[src/rtl/csr_file.sv]
// Machine-mode CSR file for the RV32IM execute stage: CSR read-modify-write,
// trap entry for illegal instructions and interrupts, mret, and 64-bit counters.
module csr_file #(
  parameter logic [31:0] MTVEC_RESET = 32'h0000_0100,
  parameter logic [31:0] MISA_VALUE  = 32'h4000_1100
) (
  input  logic        clk,
  input  logic        rst,
  input  logic        valid_i,
  input  logic [31:0] pc_i,
  input  logic [11:0] csr_addr_i,
  input  logic        csr_read_i,
  input  logic        csr_write_i,
  input  logic        csr_op_inv_i,
  input  logic        csr_no_cal_i,
  input  logic [31:0] csr_operand_i,
  input  logic        csr_src_zero_i,
  input  logic        mret_i,
  input  logic        instr_illegal_i,
  input  logic        instret_i,
  input  logic        irq_ext_i,
  input  logic        irq_timer_i,
  output logic [31:0] csr_rdata_o,
  output logic        redirect_o,
  output logic [31:0] redirect_pc_o,
  output logic        csr_illegal_o
);

  localparam logic [11:0] ADDR_MSTATUS   = 12'h300;
  localparam logic [11:0] ADDR_MISA      = 12'h301;
  localparam logic [11:0] ADDR_MIE       = 12'h304;
  localparam logic [11:0] ADDR_MTVEC     = 12'h305;
  localparam logic [11:0] ADDR_MSCRATCH  = 12'h340;
  localparam logic [11:0] ADDR_MEPC      = 12'h341;
  localparam logic [11:0] ADDR_MCAUSE    = 12'h342;
  localparam logic [11:0] ADDR_MIP       = 12'h344;
  localparam logic [11:0] ADDR_MCYCLE    = 12'hB00;
  localparam logic [11:0] ADDR_MCYCLEH   = 12'hB80;
  localparam logic [11:0] ADDR_MINSTRET  = 12'hB02;
  localparam logic [11:0] ADDR_MINSTRETH = 12'hB82;

  localparam logic [31:0] CAUSE_ILLEGAL = 32'h0000_0002;
  localparam logic [31:0] CAUSE_EXT     = 32'h8000_000B;
  localparam logic [31:0] CAUSE_TIMER   = 32'h8000_0007;
  localparam logic [31:0] ALIGN_MASK    = 32'hFFFF_FFFC;

  logic        mstatus_mie_q, mstatus_mie_d;
  logic        mstatus_mpie_q, mstatus_mpie_d;
  logic        mie_meie_q, mie_meie_d;
  logic        mie_mtie_q, mie_mtie_d;
  logic [31:0] mtvec_q, mtvec_d;
  logic [31:0] mscratch_q, mscratch_d;
  logic [31:0] mepc_q, mepc_d;
  logic [31:0] mcause_q, mcause_d;
  logic [63:0] mcycle_q, mcycle_d;
  logic [63:0] minstret_q, minstret_d;

  // While rst is high the outputs already reflect reset values, so every
  // consumer reads these views rather than the raw flops.
  logic        mstatus_mie_v, mstatus_mpie_v, mie_meie_v, mie_mtie_v;
  logic [31:0] mtvec_v, mscratch_v, mepc_v, mcause_v;
  logic [63:0] mcycle_v, minstret_v;

  assign mstatus_mie_v  = rst ? 1'b0 : mstatus_mie_q;
  assign mstatus_mpie_v = rst ? 1'b0 : mstatus_mpie_q;
  assign mie_meie_v     = rst ? 1'b0 : mie_meie_q;
  assign mie_mtie_v     = rst ? 1'b0 : mie_mtie_q;
  assign mtvec_v        = rst ? (MTVEC_RESET & ALIGN_MASK) : mtvec_q;
  assign mscratch_v     = rst ? 32'h0 : mscratch_q;
  assign mepc_v         = rst ? 32'h0 : mepc_q;
  assign mcause_v       = rst ? 32'h0 : mcause_q;
  assign mcycle_v       = rst ? 64'h0 : mcycle_q;
  assign minstret_v     = rst ? 64'h0 : minstret_q;

  logic [31:0] mstatus_val, mie_val, mip_val;

  assign mstatus_val = {19'b0, 2'b11, 3'b0, mstatus_mpie_v, 3'b0, mstatus_mie_v, 3'b0};
  assign mie_val     = {20'b0, mie_meie_v, 3'b0, mie_mtie_v, 7'b0};
  assign mip_val     = {20'b0, irq_ext_i, 3'b0, irq_timer_i, 7'b0};

  logic [31:0] old_val;
  logic        addr_mapped;

  always_comb begin
    old_val     = 32'h0;
    addr_mapped = 1'b1;
    case (csr_addr_i)
      ADDR_MSTATUS:   old_val = mstatus_val;
      ADDR_MISA:      old_val = MISA_VALUE;
      ADDR_MIE:       old_val = mie_val;
      ADDR_MTVEC:     old_val = mtvec_v;
      ADDR_MSCRATCH:  old_val = mscratch_v;
      ADDR_MEPC:      old_val = mepc_v;
      ADDR_MCAUSE:    old_val = mcause_v;
      ADDR_MIP:       old_val = mip_val;
      ADDR_MCYCLE:    old_val = mcycle_v[31:0];
      ADDR_MCYCLEH:   old_val = mcycle_v[63:32];
      ADDR_MINSTRET:  old_val = minstret_v[31:0];
      ADDR_MINSTRETH: old_val = minstret_v[63:32];
      default:        addr_mapped = 1'b0;
    endcase
  end

  assign csr_rdata_o = old_val;

  logic [31:0] new_val;
  logic        write_eff;
  logic        csr_access;

  assign new_val    = csr_no_cal_i ? csr_operand_i :
                      csr_op_inv_i ? (old_val & ~csr_operand_i) :
                                     (old_val | csr_operand_i);
  // Set/clear with a zero source is a pure read and never counts as a write.
  assign write_eff  = csr_write_i & (csr_no_cal_i | ~csr_src_zero_i);
  assign csr_access = valid_i & (csr_read_i | csr_write_i);

  assign csr_illegal_o = csr_access &
                         (~addr_mapped | (write_eff & (csr_addr_i[11:10] == 2'b11)));

  logic exc_take, irq_pend, irq_ext_sel, irq_take, mret_take, trap_take, csr_we;

  assign irq_ext_sel = mie_meie_v & irq_ext_i;
  assign irq_pend    = mstatus_mie_v & (irq_ext_sel | (mie_mtie_v & irq_timer_i));
  assign exc_take    = (valid_i & instr_illegal_i) | csr_illegal_o;
  assign irq_take    = valid_i & ~exc_take & irq_pend;
  assign trap_take   = exc_take | irq_take;
  assign mret_take   = valid_i & ~trap_take & mret_i;
  assign csr_we      = valid_i & write_eff & ~trap_take & ~mret_take;

  assign redirect_o    = trap_take | mret_take;
  assign redirect_pc_o = trap_take ? mtvec_v : mepc_v;

  always_comb begin
    mstatus_mie_d  = mstatus_mie_q;
    mstatus_mpie_d = mstatus_mpie_q;
    mie_meie_d     = mie_meie_q;
    mie_mtie_d     = mie_mtie_q;
    mtvec_d        = mtvec_q;
    mscratch_d     = mscratch_q;
    mepc_d         = mepc_q;
    mcause_d       = mcause_q;
    if (trap_take) begin
      mepc_d         = pc_i & ALIGN_MASK;
      mcause_d       = exc_take ? CAUSE_ILLEGAL : (irq_ext_sel ? CAUSE_EXT : CAUSE_TIMER);
      mstatus_mpie_d = mstatus_mie_q;
      mstatus_mie_d  = 1'b0;
    end else if (mret_take) begin
      mstatus_mie_d  = mstatus_mpie_q;
      mstatus_mpie_d = 1'b1;
    end else if (csr_we) begin
      case (csr_addr_i)
        ADDR_MSTATUS: begin
          mstatus_mie_d  = new_val[3];
          mstatus_mpie_d = new_val[7];
        end
        ADDR_MIE: begin
          mie_meie_d = new_val[11];
          mie_mtie_d = new_val[7];
        end
        ADDR_MTVEC:    mtvec_d    = new_val & ALIGN_MASK;
        ADDR_MSCRATCH: mscratch_d = new_val;
        ADDR_MEPC:     mepc_d     = new_val & ALIGN_MASK;
        ADDR_MCAUSE:   mcause_d   = new_val;
        default: ;
      endcase
    end
  end

  logic wr_mcycle_lo, wr_mcycle_hi, wr_minstret_lo, wr_minstret_hi;
  logic mcycle_carry, minstret_carry;

  assign wr_mcycle_lo   = csr_we & (csr_addr_i == ADDR_MCYCLE);
  assign wr_mcycle_hi   = csr_we & (csr_addr_i == ADDR_MCYCLEH);
  assign wr_minstret_lo = csr_we & (csr_addr_i == ADDR_MINSTRET);
  assign wr_minstret_hi = csr_we & (csr_addr_i == ADDR_MINSTRETH);

  // A write to the low half replaces it outright, so no carry leaves it that cycle.
  assign mcycle_carry   = (&mcycle_q[31:0]) & ~wr_mcycle_lo;
  assign minstret_carry = instret_i & (&minstret_q[31:0]) & ~wr_minstret_lo;

  always_comb begin
    mcycle_d[31:0]    = wr_mcycle_lo ? new_val : (mcycle_q[31:0] + 32'd1);
    mcycle_d[63:32]   = wr_mcycle_hi ? new_val :
                        (mcycle_q[63:32] + {31'b0, mcycle_carry});
    minstret_d[31:0]  = wr_minstret_lo ? new_val :
                        (minstret_q[31:0] + {31'b0, instret_i});
    minstret_d[63:32] = wr_minstret_hi ? new_val :
                        (minstret_q[63:32] + {31'b0, minstret_carry});
  end

  always_ff @(posedge clk) begin
    if (rst) begin
      mstatus_mie_q  <= 1'b0;
      mstatus_mpie_q <= 1'b0;
      mie_meie_q     <= 1'b0;
      mie_mtie_q     <= 1'b0;
      mtvec_q        <= MTVEC_RESET & ALIGN_MASK;
      mscratch_q     <= 32'h0;
      mepc_q         <= 32'h0;
      mcause_q       <= 32'h0;
      mcycle_q       <= 64'h0;
      minstret_q     <= 64'h0;
    end else begin
      mstatus_mie_q  <= mstatus_mie_d;
      mstatus_mpie_q <= mstatus_mpie_d;
      mie_meie_q     <= mie_meie_d;
      mie_mtie_q     <= mie_mtie_d;
      mtvec_q        <= mtvec_d;
      mscratch_q     <= mscratch_d;
      mepc_q         <= mepc_d;
      mcause_q       <= mcause_d;
      mcycle_q       <= mcycle_d;
      minstret_q     <= minstret_d;
    end
  end

endmodule

[config.mk]
export PLATFORM = sky130hd
export DESIGN_NAME = csr_file
export DESIGN_NICKNAME = d
export VERILOG_FILES = /design/src/rtl/csr_file.sv
export SDC_FILE = /design/constraint.sdc
export NUM_CORES = 1
export LEC_CHECK = 0
export CORE_MARGIN = 1.5
export CORE_UTILIZATION = 35
export CTS_CLUSTER_DIAMETER = 50
export CTS_CLUSTER_SIZE = 25
export DETAILED_ROUTE_END_ITERATION = 10
export GPL_TIMING_DRIVEN = 1
export SLEW_MARGIN = 20
export SYNTH_ARGS = -nofsm -noshare
export SYNTH_HDL_FRONTEND = slang
export SYNTH_SLANG_ARGS = --single-unit
export TNS_END_PERCENT = 1
[constraint.sdc]
create_clock -name clk -period 10.75 [get_ports clk]
set_clock_uncertainty 0.2 [all_clocks]
set_input_delay 1.6125 -clock clk [delete_from_list [all_inputs] [get_ports clk]]
set_output_delay 1.6125 -clock clk [all_outputs]
set_load 0.05 [all_outputs]
==> results.py, run 1 <==
metrics = {
    "worst_setup_path": {
        "crit_type": "in -> out",
        "crit_path_max_incr_delay_ns": 0.99,
        "cp_data_arrival_time_ns": 6.17,
        "required_ns": 8.94,
        "cpMaxStageDelayCell": "clkdlybuf4s50_1",
        "crit_top_cell": "clkdlybuf4s50_1",
        "crit_fanout": 56,
        "end_kind": "primary output",
        "critPathLaunchType": "input pin",
        "r2r_slack_ns": 5.71,
        "cp_cell_sequence": "clkdlybuf4s50_1, or3_1, nor3_2, nor4_2, or2_4, buf_4, nand2_1, a21oi_1, clkdlybuf4s50_1",
        "cp_num_buf_inv": 3,
        "critPathTopFamily": "buffers and inverters",
    },
    "routing": {
        "wl_met3_microns": 4788,
        "wl_met2_microns": 24780,
        "wirelength_met1_microns": 24340,
        "drcViolationCount": 0,
        "wire_per_inst_microns": 22.99,
        "vias": 14780,
        "drt_iter0_markers": 1718,
        "top_layer_used": "met4",
        "vias_per_cell": 6.079,
        "first_pass_iters": 7,
        "drt-total-wl_microns": 55890,
        "ant_nets": 0,
    },
    "yosys": {
        "yosysMostFrequentCell": "nor2_1",
        "synth_top_area_cell": "dfxtp_1",
        "synth-edff-count": 0,
        "async_flop_share": 0,
        "ys_warn_count": 0,
        "synthDistinctLibCells": 81,
        "synth_ff_type": "dfxtp_1",
        "ys_seq_area_frac": 0.3500,
        "syn_inst": 1807,
        "netlist_area_sq_mm": 0.01464,
        "yosys.area.top_type_share": 0.3500,
        "synth-seq-cells": 256,
        "synth_commonest_cells": "265 x nor2_1, 256 x dfxtp_1, 202 x nand2_1, 193 x a211oi_1, 86 x xnor2_1",
        "syn_avg_cell_area_sq_um": 8.104,
        "synthTopCellsByArea": "dfxtp_1 35%, a211oi_1 9.9%, nor2_1 6.8%",
    },
    "timing": {
        "fin_crit_sh": 0.7426,
        "slew_violations": 0,
        "timing.hold.ws_ns": 0.2489,
        "relSlewSlack": 0.1732,
        "tightest_slew_ns": 1.240,
        "final-setup-viol-count": 0,
        "worst_slack_ns": 2.767,
        "tns_ns": 0,
        "fmax_mhz": 125.3,
        "rsz0062_at_grt": "no",
        "layout_min_cycle_time_ns": 7.983,
        "finalHoldViolCount": 0,
    },
    "power": {
        "leakage_nw": 5.436,
        "powerDensity_mw_per_mm2": 128.3,
        "ir_drop_mv": 0.1039,
        "power.total_w": 0.002241,
    },
    "grt": {
        "overflow": 0,
        "grt_pass1_vias": 13290,
        "grt_max_degree": 130,
        "grt_use_total": 0.2466,
        "grt_pass1_wl_microns": 82970,
        "antenna_found_initial": 1,
    },
    "clocking": {
        "hold_buffers": 0,
        "root_buffer": "clkbuf_16",
        "path_clk_slew_ns": 0.06,
        "cts_resized": 0,
        "clk_latency_ns": 0.57,
        "cts_inserted_buffers": 30,
        "tritoncts": "built",
        "post-cts-setup-buffer-count": 0,
        "cts_max_level": 1,
        "clk_path_buf_depth": 3,
        "clkSinkCount": 256,
    },
    "floorplan": {
        "core-area_sq_mm": 0.04102,
        "initial_utilization": 0.3570,
        "die_x_microns": 207.6,
        "ioPinCount": 155,
        "die_area_sq_mm": 0.04308,
        "die_h_microns": 207.6,
        "fp-row-count": 74,
    },
    "placed_design": {
        "pre_cts_ws_ns": 2.631,
        "port_buffers": 150,
        "place_congestion": 0.9168,
        "place_area_sq_mm": 0.01636,
        "place_hpwl_microns": 38160,
    },
    "layout": {
        "syn_to_final_growth_pct": 19.26,
        "fin_area_sq_mm": 0.01746,
        "fillers": 4059,
        "nNetsFinal": 1971,
        "num_antenna_cells": 0,
        "final_layout_size_suffix_gt1_frac": 0.08531,
    },
    "outcome": {
        "status": "completed",
    },
    "worst_hold_path": {
        "hold_path_class": "reg -> reg",
    },
    "flow_run": {
        "cap_violations": 0,
    },
}
-- layout make-up --
class,instances,area [sq um],share of cell area
repair buffers,189,1810,0.1037
flip-flops and latches,256,5125,0.2935
well taps,532,665.6,0.03811
inverters,17,63.81,0.003654
clock inverters,25,264.0,0.01512
clock buffers,31,775.7,0.04442
multi-input cells,1381,8760,0.5016
-- worst reg2reg max path: cells and delay by family, from the launching register on --
| family | cells | cell delay [ns] |
|---|---|---|
| XOR/XNOR | 1 | 0.16 |
| buffers and inverters | 3 | 0.76 |
| flip-flops | 1 | 0.39 |
| adder cells (fa/ha/maj) | 2 | 0.55 |
| AO/OA/AOI/OAI | 3 | 0.67 |
| AND/OR/NAND/NOR | 9 | 2.21 |
-- per-stage QoR --
step,std cells,utilization
after floorplan,1808,-
after global placement,2369,0.3986
after detailed placement,2370,0.3988
after CTS,2426,0.4242
after global routing,2431,0.4258
final,2431,0.4258
-- report_power, final --
part           total (W)  switching (W)  internal (W)
sequential      0.000967     0.00000912      0.000958
combinational   0.000207       0.000137     0.0000692
clock            0.00107       0.000473      0.000593
total            0.00224       0.000620       0.00162
-- per-layer routing --
metal / up-vias / global-route usage
met5: - / 0
met4: 0 / 0.09533
met3: 107 / 0.03328
met2: 695 / 0.3838
met1: 7179 / 0.3449
li1: 6796 / -
-- registers in the layout, indices dropped and copies added (netlist names) --
| register | cells |
|---|---|
| mcause_q | 32 |
| mie_meie_q | 1 |
| mtvec_q | 30 |
| mstatus_mpie_q | 1 |
| mepc_q | 30 |
| minstret_q | 64 |
| mie_mtie_q | 1 |
| mcycle_q | 64 |
| mstatus_mie_q | 1 |
| mscratch_q | 32 |
-- cells by family after synthesis --
family | after synthesis | share of synthesized area
other cells | 1 | 0.0002561
simple gates | 728 | 0.2403
buf+inv | 171 | 0.05622
fa+ha+maj | 7 | 0.005981
mux | 30 | 0.02281
compound gates | 494 | 0.2527
flops | 256 | 0.3500
xor+xnor | 120 | 0.07177
-- layout by cell type, fill, tap and decap left out, types with 7 or more instances in the layout --
cell             netlist  final
nor4_1                16     15
nand3_1               61     61
nor2_1               265    265
buf_4                  7     36
xor2_1                34     34
a22oi_1               29     29
a211o_1               28     28
o21ai_0               33     33
clkdlybuf4s50_1        0    148
and4_1                20     20
mux2i_1               21     21
a22o_1                20     20
inv_1                 17     17
a211oi_1             193    193
mux2_2                 7      7
a221oi_1               8      8
nor2b_1               13     13
xnor2_1               86     86
ha_1                   7      7
nor3_1                36     36
nand4_1               33     33
inv_6                  0      8
o21ai_1               11     11
a21oi_1               77     77
a2111oi_2              7      7
and3_1                27     21
dfxtp_1              256    256
clkbuf_16              0     31
a222oi_1              32     32
nand2_1              202    202
-- worst paths after layout --
check                                    from           endpoint  cells past startpoint
worst min-delay path             mcause_q[14]       mcause_q[14]                      2
worst min register to register   mcause_q[14]       mcause_q[14]                      2
worst max register to register     mie_meie_q       mcycle_q[62]                     18
worst max-delay path            csr_addr_i[2]  redirect_pc_o[18]                      9
No activity file was read; power rests on OpenSTA's default activity.
==> run 2, diff against run 1 <==
==> constraint.sdc (replaced) <==
create_clock -name clk -period 6.45 [get_ports clk]
set_clock_uncertainty 0.2 [all_clocks]
set_input_delay 0.9675 -clock clk [delete_from_list [all_inputs] [get_ports clk]]
set_output_delay 0.9675 -clock clk [all_outputs]
set_load 0.05 [all_outputs]
==> run 2 against run 1 <==
  * First-iteration DRC count grew 9.1%
  * Global-route usage increased by 0.13 points
  * Register-to-register slack worse by 3.7 ns
  * Sequential cell count did not move
  * Sequential power rose by 66%
  * Clock-buffer cell count increased by 2
  * Largest cell class unchanged
==> results.py, run 2 (synthesis gave the netlist of run 1 again) <==
metrics = {
    "clocking": {
        "post-cts-setup-buffer-count": 0,
        "path_clk_slew_ns": 0.07,
        "tritoncts": "built",
        "clkSinkCount": 256,
        "root_buffer": "clkbuf_16",
        "clk_path_buf_depth": 3,
        "cts_resized": 0,
        "cts_inserted_buffers": 30,
        "clk_latency_ns": 0.59,
        "cts_max_level": 1,
        "hold_buffers": 0,
    },
    "layout": {
        "fillers": 4001,
        "nNetsFinal": 1996,
        "stdcell_count": 2456,
        "final_layout_size_suffix_gt1_frac": 0.1305,
        "num_antenna_cells": 0,
        "syn_to_final_growth_pct": 25.03,
        "largestRegisters": "mcycle_q (64), minstret_q (64)",
        "final_common_cell": "nor2_1",
        "layout_common_cells": "265 x nor2_1, 256 x dfxtp_1, 201 x nand2_1",
    },
    "timing": {
        "layout_min_cycle_time_ns": 5.619,
        "rsz0062_at_grt": "no",
        "relSlewSlack": 0.1652,
        "fmax_mhz": 178.0,
        "fin_crit_sh": 0.8711,
        "tightest_slew_ns": 1.252,
        "finalHoldViolCount": 0,
        "final-setup-viol-count": 0,
        "slew_violations": 0,
        "tns_ns": 0,
        "worst_slack_ns": 0.8311,
    },
    "floorplan": {
        "ioPinCount": 155,
        "fp-row-count": 74,
        "die_h_microns": 207.6,
        "die_area_sq_mm": 0.04308,
        "initial_utilization": 0.3570,
        "core-area_sq_mm": 0.04102,
        "die_x_microns": 207.6,
    },
    "worst_setup_path": {
        "end_kind": "primary output",
        "crit_type": "in -> out",
        "cp_cell_sequence": "clkdlybuf4s50_1, buf_4, or4b_1, nor3_2, a222oi_1, o311ai_0, nor2b_1, buf_12",
        "cp_data_arrival_time_ns": 4.45,
        "critPathLaunchType": "input pin",
        "cpMaxStageDelayCell": "nor3_2",
        "crit_path_max_incr_delay_ns": 0.79,
        "required_ns": 5.28,
        "crit_fanout": 9,
    },
    "flow_run": {
        "cap_violations": 0,
    },
    "placed_design": {
        "dp_cells": 2398,
        "port_buffers": 150,
        "place_hpwl_microns": 39820,
        "place_congestion": 0.9360,
        "pre_cts_ws_ns": 0.7674,
    },
    "power": {
        "powerDensity_mw_per_mm2": 213.8,
        "ir_drop_mv": 0.1480,
        "power.total_w": 0.003915,
        "leakage_nw": 5.906,
    },
    "worst_hold_path": {
        "hold_path_class": "reg -> reg",
    },
    "routing": {
        "drt-total-wl_microns": 55410,
        "drt_iter0_markers": 1874,
        "vias_per_cell": 5.932,
        "drcViolationCount": 0,
        "vias": 14570,
        "first_pass_iters": 8,
        "ant_nets": 0,
        "wire_per_inst_microns": 22.56,
    },
    "grt": {
        "grt_pass1_wl_microns": 83200,
        "overflow": 0,
        "grt_max_degree": 97,
        "antenna_found_initial": 0,
        "grt_pass1_vias": 13410,
        "grt_use_total": 0.2479,
    },
    "outcome": {
        "status": "completed",
    },
}
## run 2: metrics by stage
step                area (sq um)    util  hold WS (ns)
finish                     18310  0.4464        0.2498
global route               18310  0.4464        0.2758
CTS                        18280  0.4457        0.2520
detailed placement         17140  0.4179        0.2419
global placement           17140  0.4178        0.2352
floorplan                  14650       -        0.2240
## run 2: worst paths after layout
check | start | end | slack (ns) | cells after the start
max | csr_addr_i[1] | csr_rdata_o[25] | 0.83 | 8
min | mcause_q[20] | mcause_q[20] | 0.25 | 2
max reg2reg | mcycle_q[0] | mcycle_q[63] | 2.01 | 14
min reg2reg | mcause_q[20] | mcause_q[20] | 0.25 | 2
## run 2: layout make-up
cell class	count	area, sq um	area share
clock buffers	33	803.3	0.04387
clock inverters	23	334.1	0.01825
inverters	17	63.81	0.003485
multi-input cells	1381	8745	0.4776
flip-flops and latches	256	5125	0.2799
well taps	532	665.6	0.03635
repair buffers	214	2574	0.1406
## run 2: routing by layer
metal  up-vias  share of wire  routed length [microns]  global-route usage
li1       6868              -                        -                   -
met1      6901           0.44                    24190              0.3486
met2       682           0.43                    23810              0.3682
met3       117          0.094                     5234             0.05023
met4         0          0.039                     2184              0.1012
met5         -              0                        0                   0
## run 2: critical path: cells and delay by family
family          cells  cell delay [ns]
simple gates        3             1.79
buf+inv             3             1.11
compound gates      2             0.58
## run 2: where the power goes
group	total (W)	switching (W)	internal [W]
registers	0.00161	0.0000166	0.00160
clock network	0.00194	0.000828	0.00111
logic	0.000367	0.000234	0.000132
